## src/rtl/spi_flash_ctrl.sv

```systemverilog
// Read sequencer for SPI NOR flash sitting in front of spi_master: one request -> READ header + byte stream.
// Define SPI_FLASH_WAKE_EN to issue a release-from-power-down command after reset.
module spi_flash_ctrl #(
    parameter logic [7:0]  CMD_READ  = 8'h03
`ifdef SPI_FLASH_WAKE_EN
    ,
    parameter logic [7:0]  CMD_WAKE  = 8'hAB,
    parameter logic [15:0] WAKE_WAIT = 16'd1000
`endif
) (
    input  logic        clk,
    input  logic        reset,
    input  logic        req_valid,
    output logic        req_ready,
    input  logic [23:0] req_addr,
    input  logic [23:0] req_len,
    output logic        rd_valid,
    output logic [7:0]  rd_data,
    output logic        rd_last,
    output logic        done,
    output logic        busy,
    output logic        m_enable,
    input  logic        m_idle,
    output logic [7:0]  m_tx_len,
    input  logic        m_tx_fetch,
    output logic [7:0]  m_tx_data,
    output logic [23:0] m_rx_len,
    input  logic        m_rx_store,
    input  logic [7:0]  m_rx_data
);

    typedef enum logic [3:0] {
        S_INIT       = 4'd0,
        S_IDLE       = 4'd1,
        S_START      = 4'd2,
        S_RUN_BUSY   = 4'd3,
        S_RUN        = 4'd4,
        S_DONE       = 4'd5
`ifdef SPI_FLASH_WAKE_EN
        ,
        S_WAKE_ISSUE = 4'd6,
        S_WAKE_BUSY  = 4'd7,
        S_WAKE_WAIT  = 4'd8
`endif
    } state_t;

    state_t      state_q, state_d;
    logic [23:0] addr_q, addr_d;
    logic [23:0] len_q, len_d;
    logic [7:0]  tx_len_q, tx_len_d;
    logic [23:0] rx_len_q, rx_len_d;
    logic [2:0]  idx_q, idx_d;
    logic [23:0] cnt_q, cnt_d;
    logic        rd_valid_q, rd_valid_d;
    logic [7:0]  rd_data_q, rd_data_d;
    logic        rd_last_q, rd_last_d;
    logic        done_q, done_d;
    logic        m_enable_q, m_enable_d;
    logic        req_fire_s;
`ifdef SPI_FLASH_WAKE_EN
    logic        wake_seen_q, wake_seen_d;
    logic [15:0] wait_q, wait_d;
`endif

    function automatic logic [7:0] hdr_byte(input logic [2:0] idx, input logic [23:0] addr);
        case (idx)
            3'd0:    hdr_byte = CMD_READ;
            3'd1:    hdr_byte = addr[23:16];
            3'd2:    hdr_byte = addr[15:8];
            3'd3:    hdr_byte = addr[7:0];
            default: hdr_byte = 8'h00;
        endcase
    endfunction

    assign req_ready  = (state_q == S_IDLE) & m_idle;
    assign req_fire_s = req_valid & req_ready;
    assign busy       = (state_q != S_IDLE);
    assign rd_valid   = rd_valid_q;
    assign rd_data    = rd_data_q;
    assign rd_last    = rd_last_q;
    assign done       = done_q;
    assign m_enable   = m_enable_q;
    assign m_tx_len   = tx_len_q;
    assign m_rx_len   = rx_len_q;

    // Transmit byte mux: wake opcode during the wake sequence, READ header otherwise
    always_comb begin
`ifdef SPI_FLASH_WAKE_EN
        if (state_q == S_WAKE_ISSUE || state_q == S_WAKE_BUSY || state_q == S_WAKE_WAIT) begin
            m_tx_data = CMD_WAKE;
        end else begin
            m_tx_data = hdr_byte(idx_q, addr_q);
        end
`else
        m_tx_data = hdr_byte(idx_q, addr_q);
`endif
    end

    // State and datapath registers
    always_ff @(posedge clk) begin
        if (reset) begin
            state_q    <= S_INIT;
            addr_q     <= 24'd0;
            len_q      <= 24'd0;
            tx_len_q   <= 8'd0;
            rx_len_q   <= 24'd0;
            idx_q      <= 3'd0;
            cnt_q      <= 24'd0;
            rd_valid_q <= 1'b0;
            rd_data_q  <= 8'd0;
            rd_last_q  <= 1'b0;
            done_q     <= 1'b0;
            m_enable_q <= 1'b0;
`ifdef SPI_FLASH_WAKE_EN
            wake_seen_q <= 1'b0;
            wait_q      <= 16'd0;
`endif
        end else begin
            state_q    <= state_d;
            addr_q     <= addr_d;
            len_q      <= len_d;
            tx_len_q   <= tx_len_d;
            rx_len_q   <= rx_len_d;
            idx_q      <= idx_d;
            cnt_q      <= cnt_d;
            rd_valid_q <= rd_valid_d;
            rd_data_q  <= rd_data_d;
            rd_last_q  <= rd_last_d;
            done_q     <= done_d;
            m_enable_q <= m_enable_d;
`ifdef SPI_FLASH_WAKE_EN
            wake_seen_q <= wake_seen_d;
            wait_q      <= wait_d;
`endif
        end
    end

    // Next-state logic
    always_comb begin
        state_d = state_q;
        case (state_q)
`ifdef SPI_FLASH_WAKE_EN
            S_INIT:       state_d = S_WAKE_ISSUE;
            S_WAKE_ISSUE: state_d = m_idle ? S_WAKE_BUSY : S_WAKE_ISSUE;
            S_WAKE_BUSY:  begin
                if (wake_seen_q && m_idle) begin
                    state_d = (WAKE_WAIT == 16'd0) ? S_IDLE : S_WAKE_WAIT;
                end else begin
                    state_d = S_WAKE_BUSY;
                end
            end
            S_WAKE_WAIT:  state_d = (wait_q == WAKE_WAIT - 16'd1) ? S_IDLE : S_WAKE_WAIT;
`else
            S_INIT:       state_d = S_IDLE;
`endif
            S_IDLE: begin
                if (req_fire_s) begin
                    state_d = (req_len == 24'd0) ? S_DONE : S_START;
                end else begin
                    state_d = S_IDLE;
                end
            end
            S_START:      state_d = S_RUN_BUSY;
            S_RUN_BUSY:   state_d = m_idle ? S_RUN_BUSY : S_RUN;
            S_RUN:        state_d = (m_idle && cnt_q == len_q) ? S_DONE : S_RUN;
            S_DONE:       state_d = S_IDLE;
            default:      state_d = S_INIT;
        endcase
    end

    // Output and datapath next values; pulses are registered off the next state
    always_comb begin
        addr_d     = addr_q;
        len_d      = len_q;
        tx_len_d   = tx_len_q;
        rx_len_d   = rx_len_q;
        idx_d      = idx_q;
        cnt_d      = cnt_q;
        rd_valid_d = 1'b0;
        rd_data_d  = rd_data_q;
        rd_last_d  = 1'b0;
        done_d     = (state_d == S_DONE);
        m_enable_d = (state_d == S_START);
`ifdef SPI_FLASH_WAKE_EN
        wake_seen_d = 1'b0;
        wait_d      = 16'd0;
`endif
        case (state_q)
            S_IDLE: begin
                if (req_fire_s) begin
                    addr_d   = req_addr;
                    len_d    = req_len;
                    tx_len_d = 8'd4;
                    rx_len_d = req_len;
                end else begin
                    addr_d = addr_q;
                end
            end
            S_START: begin
                idx_d = 3'd0;
                cnt_d = 24'd0;
            end
            S_RUN_BUSY, S_RUN: begin
                if (m_tx_fetch && idx_q != 3'd4) begin
                    idx_d = idx_q + 3'd1;
                end else begin
                    idx_d = idx_q;
                end
                if (m_rx_store) begin
                    cnt_d      = cnt_q + 24'd1;
                    rd_valid_d = 1'b1;
                    rd_data_d  = m_rx_data;
                    rd_last_d  = ((cnt_q + 24'd1) == len_q);
                end else begin
                    cnt_d = cnt_q;
                end
            end
`ifdef SPI_FLASH_WAKE_EN
            S_WAKE_ISSUE: begin
                if (m_idle) begin
                    tx_len_d   = 8'd1;
                    rx_len_d   = 24'd0;
                    m_enable_d = 1'b1;
                end else begin
                    m_enable_d = 1'b0;
                end
            end
            S_WAKE_BUSY:  wake_seen_d = wake_seen_q | ~m_idle;
            S_WAKE_WAIT:  wait_d = wait_q + 16'd1;
`endif
            default: begin
                idx_d = idx_q;
            end
        endcase
    end

endmodule

```

## config.mk

```make
export PLATFORM = sky130hd
export DESIGN_NAME = spi_flash_ctrl
export DESIGN_NICKNAME = d
export VERILOG_FILES = /design/src/rtl/spi_flash_ctrl.sv
export SDC_FILE = /design/constraint.sdc
export NUM_CORES = 1
export LEC_CHECK = 0
export ABC_AREA = 0
export BUFFER_PORTS_ARGS = -buffer_cell sky130_fd_sc_hd__buf_2
export CORE_MARGIN = 2
export CORE_UTILIZATION = 47
export DETAILED_ROUTE_END_ITERATION = 12
export PLACE_DENSITY_LB_ADDON = 0.12
export SLEW_MARGIN = 0
export SYNTH_ARGS = -nofsm -noshare
export SYNTH_HDL_FRONTEND = slang
export SYNTH_SLANG_ARGS = --single-unit
```

## constraint.sdc

```tcl
create_clock -name clk -period 3.4 [get_ports clk]
set_input_delay 0.17 -clock clk [delete_from_list [all_inputs] [get_ports clk]]
set_output_delay 0.17 -clock clk [all_outputs]
set_load 0.1 [all_outputs]
```

* Word level (Yosys, flattened, before mapping)
Index checks and enable logic that the tools add are counted.
** Cells by class
- Add/sub/neg operators :: 2
- Equal/unequal tests :: 16
- Multiplexer cells :: 11
- Bitwise logic cells :: 4
- Reduce and logical (&&, ||, !) cells :: 14
** Operator list (count)
- 24-bit equality test :: 2
- 24-bit one-hot mux with 2 select lines :: 1
- 8-bit one-hot mux with 4 select lines :: 1
- 24-bit by 1-bit adder with 24-bit output (second input constant) :: 1
- 24-bit zero test :: 1
- 24-bit two-way mux :: 1
- 3-bit one-hot mux with 5 select lines :: 1
- 4-bit by 2-bit equality test with 1-bit output (second input constant) :: 3
- 4-bit by 3-bit equality test with 1-bit output (second input constant) :: 3
- 3-bit two-way mux :: 4
- 2-bit AND reduction :: 4
- 3-bit by 2-bit equality test with 1-bit output (second input constant) :: 2
- 3-bit one-hot mux with 2 select lines :: 1
- 2-bit OR reduction :: 3
- 4-bit by 1-bit equality test with 1-bit output (second input constant) :: 1
- 4-bit zero test :: 1
- 2-bit != test (second input constant) :: 2
- 4-bit by 1-bit != test with 1-bit output (second input constant) :: 1
- 3-bit by 1-bit adder with 3-bit output (second input constant) :: 1
- 3-bit by 1-bit equality test with 1-bit output (second input constant) :: 1
- 3-bit zero test :: 1
- 3-bit != test (second input constant) :: 1
- 3-bit OR reduction :: 1
- 1-bit bitwise AND :: 2
- other kinds (4) :: 7
** Storage, ports and cells
- Flip-flop bits (word level) :: 92
- Input port bits :: 62
- Output and inout bits :: 54
- Word-level logic and storage cells :: 58

* Longest topological paths before layout
Gate-level depths: netlist of the first run.
- Depth after elaboration :: 6
- Mapped depth :: 9
- Depth with buffers taken out :: 8

* Worst setup path after synthesis of the first run
Ideal clock, no wire load.
- Path type :: register to output
- From :: register idx_q[0]
- To :: output port m_tx_data[0]
- Data arrival time :: 2751 ps
- Required time :: 3230 ps
- Setup slack :: 479 ps
- Stages on the path, launching flop included :: 5
- Path buffers :: 0
- Cell sequence :: dfxtp_1 > inv_1 > ha_1 > a221oi_1 > o21ai_0
** Between the ends
- Cells in the longest elaborated chain, start to end :: 2
- Elaborated cells between the ends (all ways) :: 5
- Those cells by class :: eq/ne (3); mux (1); reduce/logical (1)
** RTL lines
- from (decl) :: RTL line 52 : logic [2:0] idx_q, idx_d;
- from (signal assigned) :: RTL line 124 : idx_q <= idx_d;
- 3-bit by 2-bit equality test with 1-bit output (tied with other cells) :: RTL line 66 : case (idx)
- 8-bit one-hot mux with 4 select lines (*) :: RTL line 66
- to (decl) :: RTL line 26 : output logic [7:0] m_tx_data,
Every way passes the cells marked *; elsewhere a longest branch is shown, timed or not.

* Final worst setup path of the first run
- From :: register cnt_q[0]
- To :: register rd_last_q, in the netlist rd_last
** Between the ends
- Cells in the longest elaborated chain, start to end :: 2
** RTL lines
- from (decl) :: RTL line 53 : logic [23:0] cnt_q, cnt_d;
- from (signal assigned) :: RTL line 125 : cnt_q <= cnt_d;
- 24-bit by 1-bit adder with 24-bit output :: RTL line 213 : rd_last_d = ((cnt_q + 24'd1) == len_q);
- 24-bit equality test :: RTL line 213
- to (signal assigned) :: RTL line 128 : rd_last_q <= rd_last_d;
- to (decl) :: RTL line 56 : logic rd_last_q, rd_last_d;
No other way between the ends.
A chain may end at the register's enable or synchronous reset.

==> results.md, run 1 <==
- Status: completed
- GRT Overall Usage: 24.5%
- Clock Tree Root: clkbuf_8
- Pins Over Slew Limit: 0
- Worst-Margin Slew: 0.740 ns
- Worst-case reg-to-reg path depth: 8
- H-Tree Depth: 3
- Layout cell share with drive strength beyond 1: 19.3%
- Drt initial violations: 236
- Pwr Density: 425 nW/um2
- Hold EP: rd_data[5]$_SDFFE_PP0P_
- Number of flops mapped to enable cells by yosys: 0
- Die ar.: 10800 um2
- DR vias/cell: 5.51
- Synth Area in Adders: 1.60%
- Yosys Warn Count: 0
- DR WL/cell: 15.8 um
- FFs w/ async S/R, synth: 0%
- CP Max Fanout: 10
- Global placer's final weighted congestion: 0.961
- First-pass GRT wire length: 21500 um
- Post-CTS Resized: 0
- Final setup TNS: 0 ns
- Routed WL: 13300 um
- DRT Pass-1 Iters: 5
- HP Class: in -> reg
- Worst-path clk slew: 0.09 ns
- Hold_sp: m_rx_data[5]
- TritonCTS Buffers: 9
- Die Wd: 104 um
- # diodes: 0
- Worst hold stages: 3
- Clk sinks: 91
- Reg2reg start: cnt_q[0]$_SDFFE_PP0P_
- Mux share of post-synthesis cell area: 0.639%
- Worst-skew pair later-pin latency: 0.36 ns
- #FFs+latches synth: 91
- VDD IR max: 0.247 mV
- Cell variety after synth: 54
- I/O pin cnt: 116
- Top_reg_cell synth: dfxtp_1
- Post-CTS Hold Fix Bufs: 0
- DRC Markers: 0
- Cells after synthesis: 620
- NumNets Final: 774
- Overall overflow remaining after global route: 0
- Worst EP required: 3.66 ns
- Die Span Y: 104 um
- Total power: 2.34 mW
- CP Data Arrival Time: 2.98 ns
- Post-route ant nets: 0
- Post-Route Skew: 0.00790 ns
- Total of max-cap violations: 0
- Via count: 4649
- Post-Synth XOR/XNOR Area: 8.39%
- Final number of hold-violating endpoints: 0
- Vias in the first global route: 4369
- Synth Area in Compound Gates: 16.0%
- Number of buffers inserted by port buffering: 108
- Slew headroom: 50.6%
- Crit end category: register
- Final setup fails: 0
- Largest family of logic cells by synthesized area: simple AND/OR/NAND/NOR gates
- Max Freq: 0.368 GHz
- Layout area overhead: 17.2%
- Core ar.: 9730 um2
- Crit path kind: reg -> reg
- Final period util: 79.9%
- Std-Cell Rows: 36
- Leakage: 2.26 nW
- Initial core utilization: 48.3%
- Fin crit period: 2.72 ns
- Internal reg-to-reg setup slack: 0.68 ns
- Setup bufs post-CTS: 0
- Clock buffer depth: 2
- Synth Area in Simple Gates: 28.8%
- Mapped Area: 4700 um2
- Largest net degree at the start of global routing: 51
- Synth Area per Inst: 7.57 um2
- Number of fill cells: 989
- RSZ-0062 raised after global routing: no
- TritonCTS clock tree: built
- R2R Path End: rd_last$_SDFF_PP0_
- Critical Path Source Type: register
- Sequential area share after synthesis: 38.8%
- Initial antenna violation count: 0
- Post-detail-place hpwl: 9780 um
through the flow:
stage | hold slack [ns] | utilization [%] | worst slack [ns] | area [um2] | cells
final | 0.0309 | 56.6 | 0.682 | 5500 | 843
after global routing | 0.0238 | 56.6 | 0.500 | 5500 | 843
after CTS | 0.0141 | 56.6 | 0.771 | 5500 | 843
after detailed placement | 0.417 | 54.1 | 0.818 | 5270 | 828
after global placement | 0.411 | 54.1 | 1.02 | 5270 | 828
after floorplan | 0.306 | - | 0.479 | 4720 | 626
state kept, by name (all words and copies together), names as in the netlist:
name	cells
idx_q	3
rd_last	1
m_rx_len	24
cnt_q	24
rd_valid	1
done	1
m_tx_len	1
addr_q	24
state_q	3
m_enable	1
rd_data	8
layer usage:
metal	wire, um	global-route usage [%]	vias up
li1	-	-	2288
met1	5920	33.1	2150
met2	6050	38.9	178
met3	997	5.33	33
met4	324	8.11	0
met5	0	0	-
worst max-delay path by stage:
| stage | startpoint | endpoint | slack (ns) | depth (start not counted) |
|---|---|---|---|---|
| after CTS | cnt_q[0]$_SDFFE_PP0P_ | rd_last$_SDFF_PP0_ | 0.77 | 8 |
| after global placement | cnt_q[0]$_SDFFE_PP0P_ | rd_last$_SDFF_PP0_ | 1.02 | 8 |
| final | cnt_q[0]$_SDFFE_PP0P_ | rd_last$_SDFF_PP0_ | 0.68 | 8 |
| after global routing | cnt_q[0]$_SDFFE_PP0P_ | rd_last$_SDFF_PP0_ | 0.50 | 8 |
| after floorplan | idx_q[0]$_SDFFE_PP0P_ | m_tx_data[0] | 0.48 | 4 |
| after detailed placement | cnt_q[0]$_SDFFE_PP0P_ | rd_last$_SDFF_PP0_ | 0.82 | 8 |
Yosys cell counts, types with 7 or more instances:
cell / instances / area share (%)
nor2_1: 42 / 3.4
nand4_1: 12 / 1.6
buf_2: 7 / 0.75
inv_1: 15 / 1.2
a21oi_1: 78 / 8.3
clkbuf_1: 27 / 2.2
dfxtp_1: 91 / 39
xor2_1: 25 / 4.7
o21ai_0: 17 / 1.8
nand2_1: 147 / 12
buf_4: 9 / 1.4
nor3_1: 12 / 1.3
xnor2_1: 20 / 3.7
nand3_1: 14 / 1.5
nor4_1: 11 / 1.5
area by class of cell:
class | instances | area (um2) | area share, %
Timing Repair Buffer | 115 | 593 | 10.8
Sequential cell | 91 | 1820 | 33.1
Inverter | 15 | 56.3 | 1.02
Tap cell | 133 | 166 | 3.02
Clock buffer | 9 | 124 | 2.25
Multi-Input combinational cell | 474 | 2630 | 47.8
Clock inverter | 6 | 113 | 2.05
worst max-delay path, cell delays in order, from the launching register on:
cell and delay (ns):
dfxtp_1 0.48, ha_1 0.43, nand4_1 0.30, nor3_4 0.36, and2_2 0.24, xnor2_1 0.08, nor4_2 0.29, nand4b_1 0.14
a311oi_1 0.29
report_power, final:
group / leakage [nW] / internal (mW) / switching (mW) / total, mW
clock network: 0.120 / 0.487 / 0.400 / 0.888
registers: 0.736 / 1.09 / 0.0235 / 1.11
logic: 1.41 / 0.0802 / 0.257 / 0.338
placed cells by master, fill, tap and decap left out, drive strengths merged, types with 3 or more instances in the layout:
| cell | instances |
|---|---|
| nand2 | 147 |
| buf | 115 |
| dfxtp | 91 |
| a21oi | 78 |
| nor2 | 42 |
| xor2 | 25 |
| xnor2 | 20 |
| o21ai | 19 |
| inv | 16 |
| nand3 | 14 |
| nand4 | 13 |
| nor3 | 13 |
| nor4 | 12 |
| clkbuf | 9 |
| conb | 7 |
| a222oi | 6 |
| ha | 6 |
| nand2b | 5 |
| and4 | 5 |
| and3 | 5 |
| a311oi | 5 |
| nand3b | 5 |
| and2 | 5 |
| nor2b | 4 |
| a31oi | 4 |
| or4 | 4 |
| a221oi | 3 |
| mux2i | 3 |
| or3 | 3 |
| bufinv | 3 |
kinds of logic after synthesis:
group                    after synthesis
flip-flops                            91
multiplexers                           3
other                                  1
buffers and inverters                 61
XOR/XNOR                              45
AO/OA/AOI/OAI                        128
AND/OR/NAND/NOR                      285
adder cells (fa/ha/maj)                6
Power figures use the tool's default switching activity.
==> run 2: changes to the inputs <==
clock period = 2.85 ns   (was 3.4 ns; I/O delays follow)
==> results.md, run 2 (synthesis gave the netlist of run 1 again) <==
- Final period util: 87.2% (+7.3 points)
- CP Max Fanout: 10 (unchanged)
- GRT Overall Usage: 24.6% (+0.056 points)
- Die ar.: 10800 um2 (unchanged)
- Fin crit period: 2.49 ns (-0.232 ns)
- RSZ-0062 raised after global routing: no
- Post-route ant nets: 0 (unchanged)
- Post-detail-place hpwl: 9900 um (+1.2%)
- HP Class: in -> reg
- Final number of hold-violating endpoints: 0 (unchanged)
- Final setup TNS: 0 ns (unchanged)
- Pins Over Slew Limit: 0 (unchanged)
- DRC Markers: 0 (unchanged)
- Internal reg-to-reg setup slack: 0.36 ns (-0.32 ns)
- Initial antenna violation count: 0 (unchanged)
- Layout area overhead: 16.5%
- VDD IR max: 0.273 mV (+10%)
- DR vias/cell: 5.46 (-1.1%)
- DR WL/cell: 15.8 um (+0.35%)
- Overall overflow remaining after global route: 0 (unchanged)
- Commonest non-fill, non-tap cell in the layout: nand2_1
- Worst-Margin Slew: 0.783 ns (+0.0436 ns)
- M1 GR Usage: 33.1% (about the same)
- Drt initial violations: 243 (+3.0%)
- # diodes: 0 (unchanged)
- Total of max-cap violations: 0 (unchanged)
- Worst-path clk slew: 0.09 ns (about the same)
- Worst-skew pair later-pin latency: 0.36 ns (about the same)
- Commonest cells after routing, fill and taps aside: nand2_1, buf_2, dfxtp_1, a21oi_1, nor2_1
- Routed WL: 13400 um (+1.1%)
- CP Data Arrival Time: 2.76 ns (-0.22 ns)
- Clock Tree Root: clkbuf_8
- Critical Path Source Type: register
- Pwr Density: 457 nW/um2 (+7.7%)
- First-pass GRT wire length: 21700 um (+0.64%)
- Die Wd: 104 um (unchanged)
- Worst EP required: 3.12 ns (-0.54 ns)
- Via count: 4632 (-0.37%)
- TritonCTS clock tree: built
- Clock buffer depth: 2 (unchanged)
- Met3 Use GR: 4.76% (-0.56 points)
- Final Util: 56.3% (-0.32 points)
- NumNets Final: 780 (+0.78%)
- Leakage: 2.26 nW (about the same)
- Max Freq: 0.402 GHz (+9.3%)
- Global placer's final weighted congestion: 0.959 (-0.20%)
- Crit path kind: reg -> reg
- Largest net degree at the start of global routing: 50 (-2.0%)
- DRT Pass-1 Iters: 5 (unchanged)
- Die Span Y: 104 um (unchanged)
- Post-Route Skew: 0.00759 ns (-0.000315 ns)
- I/O pin cnt: 116 (unchanged)
- Met2 track demand over resource: 39.1% (+0.28 points)
- Vias in the first global route: 4425 (+1.3%)
- Number of fill cells: 974 (-1.5%)
- Core ar.: 9730 um2 (unchanged)
- Clk sinks: 91 (unchanged)
- TritonCTS Buffers: 9 (unchanged)
- Grt peak-use layer: met2
- Final setup fails: 0 (unchanged)
- Crit end category: register
- Status: completed
- Number of buffers inserted by port buffering: 108 (unchanged)
- H-Tree Depth: 3 (unchanged)
- Slew headroom: 47.8% (-2.8 points)
- Std-Cell Rows: 36 (unchanged)
- Layout cell share with drive strength beyond 1: 19.8% (+0.54 points)
- Initial core utilization: 48.3% (unchanged)
==> run 2: cell type report <==
cell class | count | area [um2] | area share [%]
multi-input combinational | 474 | 2630 | 48.1
sequential | 91 | 1820 | 33.3
inverter | 15 | 56.3 | 1.03
tap | 133 | 166 | 3.04
clock buffer | 9 | 124 | 2.26
timing repair buffer | 121 | 641 | 11.7
clock inverter | 6 | 33.8 | 0.617
==> run 2: routing by layer <==
metal | wire, um | vias up
met2 | 6100 | 195
met3 | 1140 | 16
met5 | 0 | -
li1 | - | 2305
met4 | 215 | 0
met1 | 5980 | 2116
==> run 2: final timing paths <==
kind / start / to / cells after the start
setup / recovery: cnt_q[0]$_SDFFE_PP0P_ / rd_last$_SDFF_PP0_ / 8
hold / removal: req_addr[20] / addr_q[20]$_SDFFE_PP0P_ / 3
setup reg to reg: cnt_q[0]$_SDFFE_PP0P_ / rd_last$_SDFF_PP0_ / 8
hold reg to reg: rd_data[0]$_SDFFE_PP0P_ / rd_data[0]$_SDFFE_PP0P_ / 2
==> run 2: critical path: stages, from the launching register on <==
cell and delay (ns):
dfxtp_1 0.46, ha_1 0.41, nand4_1 0.26, nor3_4 0.31, and2_2 0.22, xnor2_1 0.07
nor4_2 0.29, nand4b_1 0.12, a311oi_1 0.25
==> run 2: per-stage QoR <==
stage / total power, mW / hold slack, ns / setup WS, ns / cells / cell area, um2
final: 2.50 / 0.0114 / 0.365 / 849 / 5470
after global routing: 2.59 / 0.00283 / 0.143 / 849 / 5470
after CTS: 2.52 / 0.000135 / 0.411 / 849 / 5470
after detailed placement: 1.76 / 0.388 / 0.435 / 833 / 5310
after global placement: 1.76 / 0.383 / 0.491 / 833 / 5310
after floorplan: 1.65 / 0.278 / 0.498 / 626 / 4720
==> run 2: power by group <==
part           switching, mW  internal, mW  leakage, nW
registers             0.0283          1.30        0.736
clock network          0.464         0.307       0.0884
logic                  0.307        0.0987         1.44
total                  0.799          1.70         2.26
==> run 2: timing repair <==
| item | 4_1_cts | 5_1_grt |
|---|---|---|
| endpoints found under the setup margin | 0 | 0 |
| endpoints found under the hold margin | 1 | 0 |
| setup buffers | 0 | 0 |
| resized for setup | 0 | 0 |
| hold buffers | 1 | 0 |
